$ cat config.mk
export PLATFORM = sky130hd
export DESIGN_NAME = fsm_run_sequencer
export DESIGN_NICKNAME = d
export VERILOG_FILES = /design/src/rtl/fsm_run_sequencer.sv
export SDC_FILE = /design/constraint.sdc
export NUM_CORES = 1
export LEC_CHECK = 0
export BUFFER_PORTS_ARGS = -buffer_cell sky130_fd_sc_hd__clkbuf_2
export CORE_AREA = 2 2 96 98
export CTS_CLUSTER_SIZE = 24
export DETAILED_ROUTE_END_ITERATION = 10
export DIE_AREA = 0 0 98 100
export MAX_ROUTING_LAYER = met4
export SYNTH_ARGS = -nofsm -noshare
export SYNTH_HDL_FRONTEND = slang
export SYNTH_SLANG_ARGS = --single-unit
$ cat constraint.sdc
create_clock -name clk -period 2.8 [get_ports clk]
set_clock_uncertainty 0.1 [all_clocks]
set_input_delay 0.14 -clock clk [delete_from_list [all_inputs] [get_ports clk]]
set_output_delay 0.14 -clock clk [all_outputs]
set_load 0.05 [all_outputs]
$ cat src/rtl/fsm_run_sequencer.sv
// fsm_run_sequencer
// Sequences one run of an attached state-machine block. While idle the FSM is
// held in reset. A start request opens a fixed reset window, then releases the
// FSM for a programmed number of cycles, and then reasserts reset. During the
// released window the sequencer counts how often state_out is high and how
// often it changes. A one-cycle done pulse reports the end of every run,
// whether the run completed or was aborted.
module fsm_run_sequencer #(
    parameter int CNT_W      = 16,
    parameter int RST_CYCLES = 2
) (
    input  logic             clk,
    input  logic             reset,        // asynchronous, active low
    input  logic             start,
    input  logic             abort,
    input  logic [CNT_W-1:0] run_cycles,
    input  logic             state_out,
    output logic             fsm_reset,
    output logic             busy,
    output logic             done,
    output logic             aborted,
    output logic [CNT_W-1:0] toggle_count,
    output logic [CNT_W-1:0] high_count
);

    // The phase counter times both the reset window and the run window, so it
    // must be wide enough for whichever of the two is longer.
    localparam int RST_W = $clog2(RST_CYCLES + 1);
    localparam int PH_W  = (CNT_W > RST_W) ? CNT_W : RST_W;

    localparam logic [PH_W-1:0] RST_LOAD = PH_W'(RST_CYCLES - 1);

    typedef enum logic [1:0] {
        IDLE,
        RST_HOLD,
        RUN,
        DONE
    } state_t;

    state_t            state;
    state_t            state_nxt;
    logic [CNT_W-1:0]  run_len;
    logic [PH_W-1:0]   phase;
    logic              prev_state;
    logic              phase_last;

    // The phase counter counts down, so a window ends when it reaches zero.
    assign phase_last = (phase == '0);

    // The FSM runs only in RUN. The outputs are decoded straight from the state
    // register, so they change on the same edge as the state itself.
    assign fsm_reset = (state != RUN);
    assign busy      = (state == RST_HOLD) || (state == RUN);
    assign done      = (state == DONE);

    // State register
    always_ff @(posedge clk or negedge reset) begin
        // NOTE: sequential state uses non-blocking assignments, so that every
        // register in the design samples its inputs from before the edge.
        if (!reset) begin
            state <= IDLE;
        end else begin
            state <= state_nxt;
        end
    end

    // Next-state logic: an abort is honoured only while a run is active, and a
    // start is honoured only in IDLE.
    always_comb begin
        // NOTE: the default comes first, so any path that does not assign
        // state_nxt holds the state and no latch is inferred.
        state_nxt = state;
        case (state)
            IDLE: begin
                if (start) begin
                    state_nxt = RST_HOLD;
                end
            end
            RST_HOLD: begin
                if (abort) begin
                    state_nxt = DONE;
                end else if (phase_last) begin
                    state_nxt = (run_len != '0) ? RUN : DONE;
                end
            end
            RUN: begin
                if (abort || phase_last) begin
                    state_nxt = DONE;
                end
            end
            DONE: begin
                state_nxt = IDLE;
            end
            default: begin
                state_nxt = IDLE;
            end
        endcase
    end

    // Run bookkeeping: latch the run length, time the windows, gather statistics
    always_ff @(posedge clk or negedge reset) begin
        if (!reset) begin
            run_len      <= '0;
            phase        <= '0;
            prev_state   <= 1'b0;
            aborted      <= 1'b0;
            toggle_count <= '0;
            high_count   <= '0;
        end else begin
            case (state)
                IDLE: begin
                    if (start) begin
                        run_len      <= run_cycles;
                        phase        <= RST_LOAD;
                        aborted      <= 1'b0;
                        toggle_count <= '0;
                        high_count   <= '0;
                    end
                end
                RST_HOLD: begin
                    // Track state_out during the reset window, so that the first
                    // RUN cycle compares against what the FSM showed in reset.
                    prev_state <= state_out;
                    if (abort) begin
                        aborted <= 1'b1;
                    end else if (phase_last) begin
                        // When run_len is zero this wraps, which is harmless,
                        // because the next state is DONE.
                        phase <= PH_W'(run_len) - PH_W'(1);
                    end else begin
                        phase <= phase - PH_W'(1);
                    end
                end
                RUN: begin
                    // The cycle in which abort is sampled still counts.
                    high_count <= high_count + CNT_W'(state_out);
                    if (state_out != prev_state) begin
                        toggle_count <= toggle_count + CNT_W'(1);
                    end
                    prev_state <= state_out;
                    phase      <= phase - PH_W'(1);
                    if (abort) begin
                        aborted <= 1'b1;
                    end
                end
                default: begin
                    // DONE: the results hold until the next accepted start.
                end
            endcase
        end
    end

endmodule

==> results of run 1 <==
==> worst max-delay path, cell delays in order, from the launching register on <==
cell and delay (ns):
dfrtp_1 0.42, inv_1 0.14, ha_1 0.17, nor4b_1 0.31, nand4_1 0.23, o21ai_4 0.43, nor2_1 0.16, a221o_1 0.37
==> sequential cells by signal, summed over array words and instances, names as in the netlist <==
signal and flops:
prev_state 1, aborted 1, phase 16, state 2, high_count 16, run_len 16
toggle_count 16
==> per-stage QoR <==
step	hold WS [ns]	power (mW)	setup slack [ns]	util [%]	area, um2
finish	0.0868	4.66	0.346	52.0	4620
detailed placement	0.0544	3.86	0.339	47.8	4250
global placement	0.0569	3.83	0.440	47.8	4250
CTS	0.0725	4.69	0.356	52.0	4620
global route	0.149	5.03	0.0732	52.0	4620
floorplan	-0.256	3.34	0.322	-	3860
==> what timing repair did <==
| action | CTS | global route |
|---|---|---|
| buffers inserted | 0 | 0 |
| endpoints found under the hold margin | 39 | 0 |
| hold buffers | 18 | 0 |
==> cell families (layout without fill, tap and decap cells) <==
kind of cell | count (synthesis) | after routing | synth area share, %
buffers and inverters | 23 | 105 | 2.86
and+or+nand+nor | 158 | 158 | 22.6
AOI/OAI and AO/OA | 62 | 62 | 10.6
DFF | 68 | 68 | 44.1
adders and majority gates | 12 | 12 | 3.89
xor gates and xnor gates | 41 | 41 | 9.31
muxes | 23 | 23 | 6.62
==> layer usage <==
metal / track usage, % / up-vias / share of wire (%) / routed length [um]
met4: 5.77 / 0 / 0 / 0
met1: 24.6 / 1482 / 49 / 4130
met3: 3.13 / 0 / 3.4 / 287
li1: - / 1541 / - / -
met5: - / - / 0 / 0
met2: 29.8 / 49 / 48 / 4090
==> power groups by stage <==
| stage | Sequential, mW | Clock (mW) | Combinational [mW] |
|---|---|---|---|
| global placement | 1.60 | 0 | 2.23 |
| detailed placement | 1.61 | 0 | 2.25 |
| finish | 1.59 | 0.801 | 2.27 |
| global route | 1.64 | 0.869 | 2.52 |
| floorplan | 1.68 | 0 | 1.67 |
| CTS | 1.59 | 0.825 | 2.27 |
==> layout by cell type (no fill, tap or decap), drive strengths merged, types with 12 or more instances in the layout <==
master and instances:
clkbuf 65, dfrtp 68, dlygate4sd3 18, ha 12
mux2 20, nand2 33, nand3 13, nor2 46
o21ai 22, xor2 30
==> worst max path at each step <==
stage	depth (start not counted)	slack, ns	endpoint
floorplan	8	0.32	phase[7]
global placement	7	0.44	phase[3]
detailed placement	7	0.34	phase[3]
CTS	7	0.36	phase[3]
global route	7	0.07	phase[3]
finish	7	0.35	phase[3]
==> layout make-up <==
class,instances,area [um2]
flip-flops and latches,68,1700
repair buffers,80,505
clock buffers,10,128
fillers,847,4270
well taps,111,139
clock inverters,6,65.1
inverters,9,33.8
multi-input cells,296,2050
==> out/metrics.cfg, run 1 <==
[sta]
max_freq_ghz=0.407
worst_slew_pin_slew_ns=0.553
post-route-period-util_pct=87.6
final.setup.tns_ns=0
slew_violations=0
hold_viol=0
maxSlewHeadroom_pct=63.1
setup_viol=0
rsz0062_at_grt=no
fin_crit_ns=2.45

[power]
cellPowerDensity_nw_per_um2=1010
combPwrFrac_pct=48.6
p_switching_mw=2.12
p_leak_nw=2.17
clkPwrFrac_pct=17.2
switching_share_pct=45.4
ir_worst_vdd_mv=0.596
internal-power_mw=2.55
power_frac_seq_pct=34.2

[logic_synthesis]
synth.top_cells.by_area=dfrtp_1, xor2_1, mux2_2
synth_top_cell_by_area=dfrtp_1
yosysSeqAreaShare_pct=44.1
avgSynthCellArea_um2=9.96
synth_top_cell_area_share_pct=44.1
synth-async-reset-ratio_pct=100
ys.flop_type=dfrtp_1
netlist_instances=387
synth_commonest_cells=dfrtp_1, nor2_1, nand2_1
syn_nets=420
ys_warn_count=0
synth-seq-cells=68
synth_edf_count=0
synth.most_common_cell=dfrtp_1
synth_area_um2=3860
synth.distinct_cells=55

[drt]
via_per_inst=5.30
ant_nets=0
routed_wl_mm=8.51
num_vias=3072
avgRoutedWirePerCell_um=14.7
drtPass1Iterations=4
drc=0
drt_iter0_markers=162

[setup_path]
reg2reg_to=phase[3]
r2r_setup_slack_ns=0.35
critPathMaxFanout=18
reg2regPathDepth=7
crit_path_start=phase[0]
cp.arrival_ns=2.59
r2r_start=phase[0]
worstPathRequired_ns=2.93
endpoint_kind=flop
worstSetupStartpointType=flop
criticalPathCategory=flop to flop

[floorplan]
start_util_pct=43.4
die_y_um=100
ios=57
core-area_um2=8890
row_count=35
die_x_um=98
dieArea_um2=9800

[global_route]
first_global_vias=3019
grt-ovfl-total=0
grt_max_degree=29
antenna_found_initial=0
track_usage_pct=18.7
grt_pass1_wl_mm=14.5

[min_path]
hp-start=abort
hp-class=input pin to flop
timing.hold.worst_endpoint=aborted
hold-path-cell-count=3

[outcome]
status=complete, no violations

[placement]
hpwlAfterDp_mm=6.21
gp_congestion=0.872
place_inst=546
numPortBuffers=56

[cells_and_area]
antennaDiodeCount=0
syn2layout_area_growth_pct=19.8
stdcell_count=580
final_net_count=497
layout-drive-gt1-share_pct=23.7

[clocking]
h-tree-depth=3
cts-root-buf=clkbuf_8
cts_max_path_buffers=2
cts_tree=done
numCtsBuffers=9
numClockSinks=68
clk_pin_slew_ns=0.08
clk_latency_ns=0.34
ctsResizeCount=0

[run]
maxCapViolations=0

(Power assumes the default switching activity.)
==> run 2: changes to the inputs <==
ABC_AREA = 1   (was not set)
CORE_AREA = 2 2 104 106   (was 2 2 96 98)
DIE_AREA = 0 0 106 108   (was 0 0 98 100)
==> out/metrics.cfg, run 2 <==
[logic_synthesis]
ys_warn_count=0  ; unchanged
synth.top_cells.by_area=dfrtp_1, nand2_1, inv_1
ys.flop_type=dfrtp_1
synth_area_um2=4550  ; +18%
avgSynthCellArea_um2=7.06  ; -29%
yosysSeqAreaShare_pct=37.4  ; -6.8 points
synth_commonest_cells=nand2_1, inv_1, dfrtp_1
synth-async-reset-ratio_pct=100  ; unchanged
netlist_instances=645  ; +67%
synth_top_cell_area_share_pct=37.4  ; -6.8 points
synth_top_cell_by_area=dfrtp_1
synth.distinct_cells=38  ; -31%
synth.most_common_cell=nand2_1
synth_edf_count=0  ; unchanged
synth-seq-cells=68  ; unchanged
syn_nets=678  ; +61%

[setup_path]
worstSetupStartpointType=flop
endpoint_kind=flop
critPathMaxFanout=16  ; -2
criticalPathCategory=flop to flop
worstPathRequired_ns=2.93  ; about the same
cp.arrival_ns=2.26  ; -0.33 ns
r2r_setup_slack_ns=0.67  ; +0.33 ns

[clocking]
cts_tree=done
numCtsBuffers=9  ; unchanged
numClockSinks=68  ; unchanged
ctsResizeCount=0  ; unchanged
cts-root-buf=clkbuf_8
h-tree-depth=3  ; unchanged
clk_latency_ns=0.35  ; about the same
cts_max_path_buffers=2  ; unchanged
clk_pin_slew_ns=0.07  ; about the same

[placement]
dpl-instance-area_um2=4960  ; +17%
gp_congestion=0.888  ; +1.9%
hpwlAfterDp_mm=8.80  ; +42%
numPortBuffers=56  ; unchanged

[power]
combPwrFrac_pct=57.8  ; +9.2 points
clkPwrFrac_pct=15.9  ; -1.3 points
cellPowerDensity_nw_per_um2=1120  ; +11%
power_frac_seq_pct=26.3  ; -7.9 points
switching_share_pct=51.7  ; +6.3 points
internal-power_mw=2.92  ; +15%
ir_worst_vdd_mv=0.472  ; -21%
p_leak_nw=2.72  ; +25%
p_switching_mw=3.12  ; +47%

[cells_and_area]
final_net_count=756  ; +52%
layout_commonest_cell=nand2_1
final_area_um2=5370  ; +16%
layout_common_cells=nand2_1, inv_1, dfrtp_1
syn2layout_area_growth_pct=18.0
antennaDiodeCount=0  ; unchanged
layout-drive-gt1-share_pct=15.9  ; -7.7 points

[drt]
drtPass1Iterations=4  ; unchanged
avgRoutedWirePerCell_um=13.5  ; -7.7%
via_per_inst=5.04  ; -4.8%
drc=0  ; unchanged
drt_iter0_markers=180  ; +11%
ant_nets=0  ; unchanged
num_vias=4358  ; +42%
routed_wl_mm=11.7  ; +38%

[min_path]
hp-class=input pin to flop

[floorplan]
core-area_um2=10200  ; +15%
die_x_um=106  ; +8.2%
dieArea_um2=11400  ; +17%
ios=57  ; unchanged
start_util_pct=44.5  ; +1.1 points
row_count=37  ; +5.7%
die_y_um=108  ; +8.0%

[outcome]
status=complete, no violations

[run]
maxCapViolations=0  ; unchanged

[global_route]
track_usage_pct=23.0  ; +4.3 points
antenna_found_initial=0  ; unchanged
grt_max_degree=69  ; +140%
first_global_vias=4315  ; +43%
grt_pass1_wl_mm=20.3  ; +40%
grt-ovfl-total=0  ; unchanged

[sta]
final.setup.tns_ns=0  ; unchanged
maxSlewHeadroom_pct=40.8  ; -22 points
fin_crit_ns=2.13  ; -0.328 ns
post-route-period-util_pct=75.9  ; -12 points
rsz0062_at_grt=no
max_freq_ghz=0.470  ; +15%
hold_viol=0  ; unchanged
slew_violations=0  ; unchanged
setup_viol=0  ; unchanged
worst_slew_pin_slew_ns=0.887  ; +0.334 ns

## run 2: cells by family (layout without fill, tap and decap cells)
group / Yosys count / in the layout / share of synthesized area [%]
adder cells (fa/ha/maj): 12 / 12 / 3.30
buffers and inverters: 95 / 178 / 8.60
AO/OA/AOI/OAI: 72 / 72 / 8.46
AND/OR/NAND/NOR: 383 / 383 / 39.4
XOR/XNOR: 15 / 15 / 2.88
flip-flops: 68 / 68 / 37.4
## run 2: cell type report
cell class / instances / area (um2)
multi-input cells: 482 / 2460
clock inverters: 3 / 67.6
clock buffers: 13 / 169
inverters: 85 / 322
flip-flops and latches: 68 / 1700
well taps: 136 / 170
fillers: 1018 / 4860
repair buffers: 77 / 483
## run 2: worst paths after layout
path	cells past startpoint	endpoint	start
worst max register to register	10	phase[0]	state[1]
worst max-delay path	10	phase[0]	state[1]
worst min-delay path	3	aborted	abort
min in group asynchronous	3	run_len[0]	reset
worst min register to register	2	phase[15]	phase[15]
max in group asynchronous	3	run_len[3]	reset
## run 2: layer usage
metal  track usage, %  up-vias  part of all wire [%]
li1                 -     2228                     -
met1             28.3     2013                    46
met2             38.4       93                    48
met3             2.95       24                   3.8
met4             9.30        0                   2.1
met5                -        -                     0
## run 2: power groups by stage
stage	Sequential, mW	Clock (mW)	Combinational [mW]
3_5_place_dp	1.60	0	3.47
3_3_place_gp	1.59	0	3.42
4_1_cts	1.58	0.992	3.50
6_report	1.58	0.962	3.49
2_1_floorplan	1.66	0	2.68
5_1_grt	1.63	1.03	3.96
## run 2: metrics by stage
stage | hold WS, ns | setup WS [ns] | instances | utilization, % | power [mW]
final | 0.0224 | 0.674 | 864 | 52.5 | 6.03
after global routing | 0.0272 | 0.444 | 864 | 52.5 | 6.62
after CTS | 0.00550 | 0.661 | 864 | 52.5 | 6.07
after floorplan | -0.256 | 0.887 | 645 | - | 4.34
after global placement | 0.249 | 0.824 | 830 | 48.5 | 5.01
after detailed placement | 0.253 | 0.716 | 830 | 48.5 | 5.07
## run 2: timing repair
item	CTS	global route
hold buffers	18	0
endpoints found under the hold margin	85	0
buffers inserted	0	0
setup endpoints to repair	0	0
## run 2: worst max-delay path: stages, from the launching register on
cell     delay [ns]
dfrtp_1        0.43
inv_1          0.11
ha_1           0.31
nand2_4        0.10
inv_2          0.04
nor3_4         0.19
inv_2          0.19
nor2_8         0.24
inv_1          0.08
a21oi_1        0.14
a21oi_1        0.08
==> run 3: changes to the inputs <==
clock period = 2.15 ns   (was 2.8 ns; I/O delays follow)
==> out/metrics.cfg, run 3 (synthesis results as in run 2) <==
[setup_path]
endpoint_kind=primary output
cp.arrival_ns=1.81  ; -0.45 ns
worstSetupStartpointType=flop
critPathMaxFanout=14  ; -2
criticalPathCategory=flop to primary output
worstPathRequired_ns=1.94  ; -0.99 ns

[sta]
worst_slew_pin_slew_ns=0.433  ; -0.454 ns
slew_violations=0  ; unchanged
whs_ns=0.0739  ; +0.0515 ns
fin_crit_ns=2.01
setup_viol=0  ; unchanged
max_freq_ghz=0.496
rsz0062_at_grt=no
post-route-period-util_pct=93.7
final.setup.tns_ns=0  ; unchanged
maxSlewHeadroom_pct=70.9  ; +30 points
setup_ws_ns=0.135  ; -0.538 ns
hold_viol=0  ; unchanged

[power]
p_leak_nw=2.76  ; +1.7%
cellPowerDensity_nw_per_um2=1470  ; +31%
ir_worst_vdd_mv=0.634  ; +34%

[floorplan]
row_count=37  ; unchanged
die_x_um=106  ; unchanged
start_util_pct=44.5  ; unchanged
core-area_um2=10200  ; unchanged
die_y_um=108  ; unchanged
ios=57  ; unchanged
dieArea_um2=11400  ; unchanged

[clocking]
cts_tree=done
clk_pin_slew_ns=0.08  ; about the same
cts-root-buf=clkbuf_8
numClockSinks=68  ; unchanged
clk_latency_ns=0.37  ; +0.02 ns
h-tree-depth=3  ; unchanged
cts_max_path_buffers=2  ; unchanged
numCtsBuffers=9  ; unchanged

[run]
maxCapViolations=0  ; unchanged

[global_route]
first_global_vias=4326  ; +0.25%
grt_max_degree=69  ; unchanged
track_usage_pct=23.0  ; +0.042 points
grt_pass1_wl_mm=20.1  ; -0.99%
grt-ovfl-total=0  ; unchanged
antenna_found_initial=0  ; unchanged

[placement]
gp_congestion=0.919  ; +3.5%
numPortBuffers=56  ; unchanged
pre_cts_ws_ns=0.207  ; -0.509 ns
hpwlAfterDp_mm=8.79  ; -0.17%

[drt]
via_per_inst=5.01  ; -0.58%
ant_nets=0  ; unchanged
num_vias=4378  ; +0.46%
avgRoutedWirePerCell_um=13.6  ; +0.24%
drt_iter0_markers=198  ; +10%
routed_wl_mm=11.9  ; +1.3%
drc=0  ; unchanged
drtPass1Iterations=4  ; unchanged

[cells_and_area]
final_net_count=765  ; +1.2%
antennaDiodeCount=0  ; unchanged
layout-drive-gt1-share_pct=17.0  ; +1.0 points
syn2layout_area_growth_pct=20.0
layout_commonest_cell=nand2_1
layout_common_cells=nand2_1, inv_1, dfrtp_1

[min_path]
hp-class=input pin to flop

[outcome]
status=complete, no violations

run 3: area by class of cell:
class,count,area (um2)
Fill cell,1032,4770
Multi-Input combinational cell,482,2460
Sequential cell,68,1700
Timing Repair Buffer,86,569
Inverter,85,322
Tap cell,136,170
Clock buffer,10,128
Clock inverter,6,111
run 3: power by group:
part	switching (mW)	internal, mW
logic	3.17	1.52
clock network	0.533	0.773
registers	0.410	1.64
run 3: worst paths after layout:
check                      slack [ns]               end  depth (start not counted)          start
hold / removal                   0.07           aborted                          3          start
setup reg to reg                 0.16          phase[0]                         10       state[1]
setup / recovery                 0.14         fsm_reset                          6       state[0]
max in group asynchronous        1.45  toggle_count[10]                          3          reset
min in group asynchronous        0.19        run_len[1]                          3          reset
hold reg to reg                  0.42     high_count[0]                          2  high_count[0]
run 3: timing repair:
action	in CTS	in global routing
hold endpoints to repair	86	0
hold buffers	19	0
resized for setup	0	3
buffers inserted	0	0
setup endpoints to repair	0	1
run 3: stage by stage:
step                area [um2]  cells  total power, mW  util, %
floorplan                 4550    645             5.65        -
global placement          5030    838             6.65     49.2
detailed placement        5030    838             6.72     49.2
CTS                       5460    873             8.10     53.4
global route              5470    873             8.79     53.4
finish                    5470    873             8.04     53.4
run 3: layer usage:
metal	vias to the layer above	GRT usage [%]	routed length (um)
li1	2250	-	-
met1	2024	27.5	5330
met2	86	38.6	5760
met3	18	5.18	493
met4	0	7.80	269
met5	-	-	0
run 3: critical path, cell delays in order, from the launching register on:
cell     delay (ns)
dfrtp_1        0.42
inv_1          0.14
ha_2           0.23
buf_6          0.19
inv_1          0.07
buf_4          0.16
buf_2          0.21
